$ cat src/rtl/mmio_timer.sv
// mmio_timer: memory-mapped timer peripheral on the data-memory bus.
// It shares we/a/wd/rd with dmem. Top-level decode uses sel to mux rd and to
// gate the dmem store strobe. It contains a prescaled free-running or
// auto-reload counter, a compare-match flag, an overflow flag and a level irq.
//
// Optional feature: define MMIO_TIMER_CAPTURE_EN to add a read-only CAPTURE
// register at offset 0x14. CAPTURE latches COUNT on every clock edge in which
// a load decodes to COUNT. Without the macro, offset 0x14 reads zero.
//
// Register map (word offsets a[4:2]; a[1:0] ignored):
//   0x00 CTRL     bit0 EN, bit1 AR (auto-reload), bit2 IE
//   0x04 PRESCALE 16 bits
//   0x08 COUNT
//   0x0C COMPARE
//   0x10 STATUS   bit0 MATCH, bit1 OVF, write-1-to-clear
//   0x14 CAPTURE  (optional, read-only)
//   others        read 0, writes ignored
module mmio_timer #(
  parameter logic [31:0] BASE_ADDR = 32'h0000_0800,  // must be 32-byte aligned
  parameter int unsigned CNT_W     = 32              // 2..32
) (
  input  logic        clk,
  input  logic        reset,
  input  logic        we,
  input  logic [31:0] a,
  input  logic [31:0] wd,
  output logic [31:0] rd,
  output logic        sel,
  output logic        irq
);

  localparam logic [2:0] OFF_CTRL     = 3'd0;
  localparam logic [2:0] OFF_PRESCALE = 3'd1;
  localparam logic [2:0] OFF_COUNT    = 3'd2;
  localparam logic [2:0] OFF_COMPARE  = 3'd3;
  localparam logic [2:0] OFF_STATUS   = 3'd4;
`ifdef MMIO_TIMER_CAPTURE_EN
  localparam logic [2:0] OFF_CAPTURE  = 3'd5;
`endif

  // Architectural state
  logic             r_en;
  logic             r_ar;
  logic             r_ie;
  logic [15:0]      r_prescale;
  logic [15:0]      r_pcnt;
  logic [CNT_W-1:0] r_count;
  logic [CNT_W-1:0] r_compare;
  logic             r_match;
  logic             r_ovf;
`ifdef MMIO_TIMER_CAPTURE_EN
  logic [CNT_W-1:0] r_capture;
`endif

  // Decode and datapath helpers
  logic             w_sel;
  logic [2:0]       w_off;
  logic             w_wr;
  logic             w_wr_ctrl;
  logic             w_wr_prescale;
  logic             w_wr_count;
  logic             w_wr_compare;
  logic             w_wr_status;
  logic             w_rd_count;
  logic             w_tick;
  logic             w_hit;
  logic             w_reload;
  logic             w_wrap;
  logic             w_set_match;
  logic             w_set_ovf;
  logic             w_clr_match;
  logic             w_clr_ovf;
  logic [CNT_W-1:0] w_count_inc;
  logic [CNT_W-1:0] w_wd_cnt;
  logic [31:0]      w_count_ext;
  logic [31:0]      w_compare_ext;
`ifdef MMIO_TIMER_CAPTURE_EN
  logic [31:0]      w_capture_ext;
`endif
  logic             w_unused_addr_bits;

  // Byte lane bits never matter: the window is word-access only.
  assign w_unused_addr_bits = &{1'b0, a[1:0]};

  // Window decode: the low five address bits select within a 32-byte window.
  assign w_sel = (a[31:5] == BASE_ADDR[31:5]);
  assign w_off = a[4:2];
  assign sel   = w_sel;

  // Store strobes per register; stores outside the window never reach state.
  assign w_wr          = we & w_sel;
  assign w_wr_ctrl     = w_wr & (w_off == OFF_CTRL);
  assign w_wr_prescale = w_wr & (w_off == OFF_PRESCALE);
  assign w_wr_count    = w_wr & (w_off == OFF_COUNT);
  assign w_wr_compare  = w_wr & (w_off == OFF_COMPARE);
  assign w_wr_status   = w_wr & (w_off == OFF_STATUS);
  assign w_rd_count    = ~we & w_sel & (w_off == OFF_COUNT);

  assign w_wd_cnt = wd[CNT_W-1:0];

  // The prescaler fires when its counter reaches PRESCALE; PRESCALE=0 fires
  // every enabled cycle.
  assign w_tick = r_en & (r_pcnt == r_prescale);

  // Counter step decisions for the current tick.
  assign w_hit       = (r_count == r_compare);
  assign w_reload    = r_ar & w_hit;
  assign w_count_inc = r_count + CNT_W'(1);
  assign w_wrap      = &r_count;

  // Hardware set and software clear of STATUS; the set wins on collision.
  assign w_set_match = w_tick & w_hit;
  assign w_set_ovf   = w_tick & ~w_reload & w_wrap;
  assign w_clr_match = w_wr_status & wd[0];
  assign w_clr_ovf   = w_wr_status & wd[1];

  // Interrupt is a pure function of registered state: no added latency.
  assign irq = r_ie & r_match;

  // CTRL register: clearing EN only stops ticks from the following cycle.
  always_ff @(posedge clk or posedge reset) begin
    if (reset) begin
      r_en <= 1'b0;
      r_ar <= 1'b0;
      r_ie <= 1'b0;
    end else if (w_wr_ctrl) begin
      r_en <= wd[0];
      r_ar <= wd[1];
      r_ie <= wd[2];
    end
  end

  // PRESCALE and COMPARE are plain software-written registers.
  always_ff @(posedge clk or posedge reset) begin
    if (reset) begin
      r_prescale <= 16'd0;
      r_compare  <= '0;
    end else begin
      if (w_wr_prescale) begin
        r_prescale <= wd[15:0];
      end
      if (w_wr_compare) begin
        r_compare <= w_wd_cnt;
      end
    end
  end

  // Prescale counter: restarts on a PRESCALE store, on a tick, or while idle.
  always_ff @(posedge clk or posedge reset) begin
    if (reset) begin
      r_pcnt <= 16'd0;
    end else if (w_wr_prescale || !r_en || w_tick) begin
      r_pcnt <= 16'd0;
    end else begin
      r_pcnt <= r_pcnt + 16'd1;
    end
  end

  // Main counter: a software store overrides whatever the tick would do.
  always_ff @(posedge clk or posedge reset) begin
    if (reset) begin
      r_count <= '0;
    end else if (w_wr_count) begin
      r_count <= w_wd_cnt;
    end else if (w_tick) begin
      r_count <= w_reload ? '0 : w_count_inc;
    end
  end

  // STATUS flags: sticky until written with a 1, hardware set has priority.
  always_ff @(posedge clk or posedge reset) begin
    if (reset) begin
      r_match <= 1'b0;
      r_ovf   <= 1'b0;
    end else begin
      if (w_set_match) begin
        r_match <= 1'b1;
      end else if (w_clr_match) begin
        r_match <= 1'b0;
      end
      if (w_set_ovf) begin
        r_ovf <= 1'b1;
      end else if (w_clr_ovf) begin
        r_ovf <= 1'b0;
      end
    end
  end

`ifdef MMIO_TIMER_CAPTURE_EN
  // Snapshot the value software sees on a COUNT load.
  always_ff @(posedge clk or posedge reset) begin
    if (reset) begin
      r_capture <= '0;
    end else if (w_rd_count) begin
      r_capture <= r_count;
    end
  end
`endif

  // Zero-extend the counter-width registers onto the 32-bit read bus.
  always_comb begin
    w_count_ext                = 32'd0;
    w_compare_ext              = 32'd0;
    w_count_ext[CNT_W-1:0]     = r_count;
    w_compare_ext[CNT_W-1:0]   = r_compare;
  end

`ifdef MMIO_TIMER_CAPTURE_EN
  // Zero-extend the capture register onto the read bus.
  always_comb begin
    w_capture_ext            = 32'd0;
    w_capture_ext[CNT_W-1:0] = r_capture;
  end
`endif

  // Combinational read mux; unselected or unused offsets return zero.
  always_comb begin
    rd = 32'd0;
    if (w_sel) begin
      case (w_off)
        OFF_CTRL:     rd = {29'd0, r_ie, r_ar, r_en};
        OFF_PRESCALE: rd = {16'd0, r_prescale};
        OFF_COUNT:    rd = w_count_ext;
        OFF_COMPARE:  rd = w_compare_ext;
        OFF_STATUS:   rd = {30'd0, r_ovf, r_match};
`ifdef MMIO_TIMER_CAPTURE_EN
        OFF_CAPTURE:  rd = w_capture_ext;
`endif
        default:      rd = 32'd0;
      endcase
    end
  end

endmodule

$ cat config.mk
export PLATFORM = sky130hd
export DESIGN_NAME = mmio_timer
export DESIGN_NICKNAME = d
export VERILOG_FILES = /design/src/rtl/mmio_timer.sv
export SDC_FILE = /design/constraint.sdc
export NUM_CORES = 1
export LEC_CHECK = 0
export BUFFER_PORTS_ARGS = -buffer_cell sky130_fd_sc_hd__buf_2
export CORE_MARGIN = 2
export CORE_UTILIZATION = 40
export CTS_BUF_LIST = sky130_fd_sc_hd__clkbuf_8
export DETAILED_ROUTE_END_ITERATION = 8
export GPL_ROUTABILITY_DRIVEN = 1
export PLACE_DENSITY = 0.72
export SLEW_MARGIN = 0
export SYNTH_ARGS = -nofsm -noshare
export SYNTH_HDL_FRONTEND = slang
export SYNTH_SLANG_ARGS = --single-unit
$ cat constraint.sdc
create_clock -name clk -period 3 [get_ports clk]
set_input_delay 0.45 -clock clk [delete_from_list [all_inputs] [get_ports clk]]
set_output_delay 0.45 -clock clk [all_outputs]
set_load 0.01 [all_outputs]
==> metrics.md <==
| Metric | Value |
|---|---|
| Most frequent cells in the layout | 101 x dfrtp_1, 98 x buf_2, 76 x nor2_1 |
| First-pass GRT wire length | 27.9 mm |
| RR Endpoint | r_count[12] |
| I/O pins | just over 100 |
| Core Rows | 45 |
| CP max FO | 16 |
| DIE AREA | between 15,000 and 20,000 um^2 |
| # hold bufs at CTS | 0 |
| Top cells by area, synth | dfrtp_1 40%, mux2_2 11%, xnor2_1 5.7% |
| Placer congestion estimate | around 0.9 |
| Setup violators final | 0 |
| Layout cell share with drive strength beyond 1 | ~28% |
| Multi-input logic area | about 3500 um^2 |
| Detail Route Antenna Nets | 0 |
| Critical path depth | 8 |
| Filler instances | around 1,500 |
| # clock sinks | a little over 100 |
| CTS root buffer | clkbuf_8 |
| Critical Path Max Stage Delay | ~410 ps |
| Post-Place Cells | 961 |
| Minimum clock period | ~2600 ps |
| Antenna cells | 0 |
| WS Path Type | primary input to primary output |
| DP Area | between 7000 and 8000 um^2 |
| CP cell instances | buf_2 -> nor4b_1 -> nand4_1 -> nor2_1 -> nand2_1 -> buf_4 -> nor2_1 -> buf_2 |
| Initial Util | approximately two fifths |
| Dominant cell type by area after synthesis | dfrtp_1 |
| Flop2flop setup slack | 430 ps |
| Mapped Cells | 681 |
| Worst skew pair latency | between 300 and 400 ps |
| Ys flop type | dfrtp_1 |
| Synth unique cells | 45 |
| Global Route Usage Sum | between 20% and 30% |
| H-tree lvl count | 3 |
| CTS tree | yes |
| Critical-path top delay cell | nor2_1 |
| Power Dens Cells | around 340 nW/um^2 |
| Worst R2R Start | r_pcnt[8] |
| DRT Pass-1 Iters | 8 |
| Worst-path clk slew | ~100 ps |
| Share of the synthesized area in the top cell type | between 40% and 50% |
| Total CTS buffers | 9 |
| Synthesized area | roughly 6300 um^2 |
| Pin count of the biggest net entering global routing | 45 |
| Setup Total Neg Slack | 0 ps |
| Syn avg cell area | between 9 and 10 um^2 |
| CP bufs+invs | 3 |
| Reg2Reg Depth | 6 |
| Vias in the first global route | between 5,000 and 6,000 |
| Least-Margin Pin Slew | between 800 and 900 ps |
| #FFs+latches synth | 101 |
| Tcrit/Tclk final | between 80% and 90% |
| Hpwl dp | approximately 13 mm |
| Hold Path Class | primary input to asynchronous set/reset pin |
| CP Data Required Time | approximately 2600 ps |
| Net Count, Synth | 750 |
| Final instance area | approximately 7300 um^2 |
| F_max | about 380 MHz |
| Die Span Y | roughly 130 um |
| Via count | approximately 5,600 |
| Drt via density | around 5.8 |
| Total routed wirelength | around 18 mm |
| Ys Warns | 0 |
| VDD IR max | between 0.2 and 0.25 mV |
| Register Area | between 2000 and 3000 um^2 |
| Leakage power | just over 0.003 uW |
| Top cell family by delay on the critical path | simple AND/OR/NAND/NOR gates |
| Max-Cap Viols | 0 |
| Worst Setup End Kind | primary output |
| Worst slew margin relative to its limit | roughly 45% |
| Final Hold Vio Count | 0 |
| Core ar. | 15,300 um^2 |
| Wire per inst | approximately 18 um |
| Initial antenna violation count | 0 |
| Post-synth EDFFs | 0 |
| Commonest non-fill, non-tap cell in the layout | dfrtp_1 |
| Crit path arrival time | 2180 ps |
| CP Launch Type | primary input |
| Ys async rst share | 100% |
| Area grow syn2layout | 16.3% |
| # port buffers | 98 |
| Max Root-Sink Buffers | 2 |
| Layout Cells excl Fill | ~980 |
| GRT overflow | 0 |
| Clock skew | 7.67 ps |
| Initial DRC Count | 523 |
| Net count reported at finish | just over 800 |
| Die span in x | between 100 and 150 um |
| Sequential area share after synthesis | between 40% and 50% |
| Setup repair after global routing missed its margin | false |
| DRC errors left | 0 |
| Final Max Slew Viols | 0 |
| CTS resizes | 0 |
| Post-CTS Setup Bufs | 0 |
| Hold slack | 212 ps |
| Status | finished, final reports clean |
-- metal layers --
layer	global-route usage (%)	vias up	wire [um]
li1	-	2643	-
met1	29.5	2740	7840
met5	0	-	0
met4	7.10	0	337
met2	34.5	214	8380
met3	3.43	22	1150
-- how the worst max path moves through the flow --
stage | to | slack, ps | start
finish | rd[31] | 370 | a[6]
global route | rd[17] | 230 | a[6]
CTS | rd[18] | 350 | a[6]
detailed placement | rd[18] | 360 | a[6]
global placement | rd[16] | 410 | a[6]
floorplan | rd[21] | 560 | a[6]
-- state kept, by name, indices dropped and copies added, names as in the netlist --
name / cells
r_compare: 32
r_count: 32
r_pcnt: 16
r_prescale: 16
r_ar: 1
r_en: 1
r_ie: 1
r_match: 1
r_ovf: 1
-- report_power, final --
part / leakage [uW] / switching [uW] / total, uW / internal, uW
logic: 0.00168 / 90.2 / 148 / 57.4
registers: 0.00131 / 0.000159 / 1360 / 1360
clock network: 0.000110 / 489 / 980 / 491
total: 0.00311 / 579 / 2490 / 1910
-- cells in the mapped netlist, types with 2 or more instances --
library cell	count
nand4b_1	4
nor3b_1	2
nand4_1	25
mux2_2	62
clkbuf_1	45
inv_1	12
a32oi_1	17
o21ai_0	28
nor2b_1	4
o31ai_1	2
a221oi_1	5
nor3_1	27
dfrtp_1	101
nor4_1	8
or3_1	5
a22oi_1	34
o22a_1	2
xnor2_1	41
nor4_2	5
and3_1	9
a31oi_1	10
or2_2	2
buf_2	6
o21a_1	3
and2_1	6
or4_1	4
and4_1	4
ha_1	2
xor2_1	20
nor2_1	76
nand2_1	43
nand3_1	27
a21oi_1	28
-- cells by family (layout without fill, tap and decap cells) --
| kind of cell | Yosys count | count (layout) | share of synthesized area, % |
|---|---|---|---|
| adders and majority gates | 2 | 2 | 0.399 |
| xor gates and xnor gates | 62 | 62 | 8.77 |
| buffers and inverters | 64 | 149 | 3.95 |
| and+or+nand+nor | 254 | 254 | 20.8 |
| muxes | 64 | 64 | 11.7 |
| AOI/OAI and AO/OA | 134 | 134 | 14.2 |
| DFF | 101 | 101 | 40.3 |
-- cell type report --
cell class,instances,area share (%)
clock buffers,10,1.89
clock inverters,6,1.20
inverters,12,0.668
multi-input cells,516,48.2
flip-flops and latches,101,34.6
well taps,211,3.62
repair buffers,121,9.77
-- per-stage QoR --
stage	total power (uW)	utilization, %	setup slack [ps]
2_1_floorplan	1450	-	563
3_3_place_gp	1540	46.4	414
3_5_place_dp	1540	46.4	360
4_1_cts	2510	47.8	351
5_1_grt	2580	47.8	232
6_report	2490	47.8	368
-- worst register-to-register path, delay by kind of cell, from the launching register on --
kind	cells	cell delay (ps)
AND/OR/NAND/NOR	4	1740
flip-flops	1	450
XOR/XNOR	1	180
AO/OA/AOI/OAI	1	130
No activity file was read; power rests on OpenSTA's default activity.
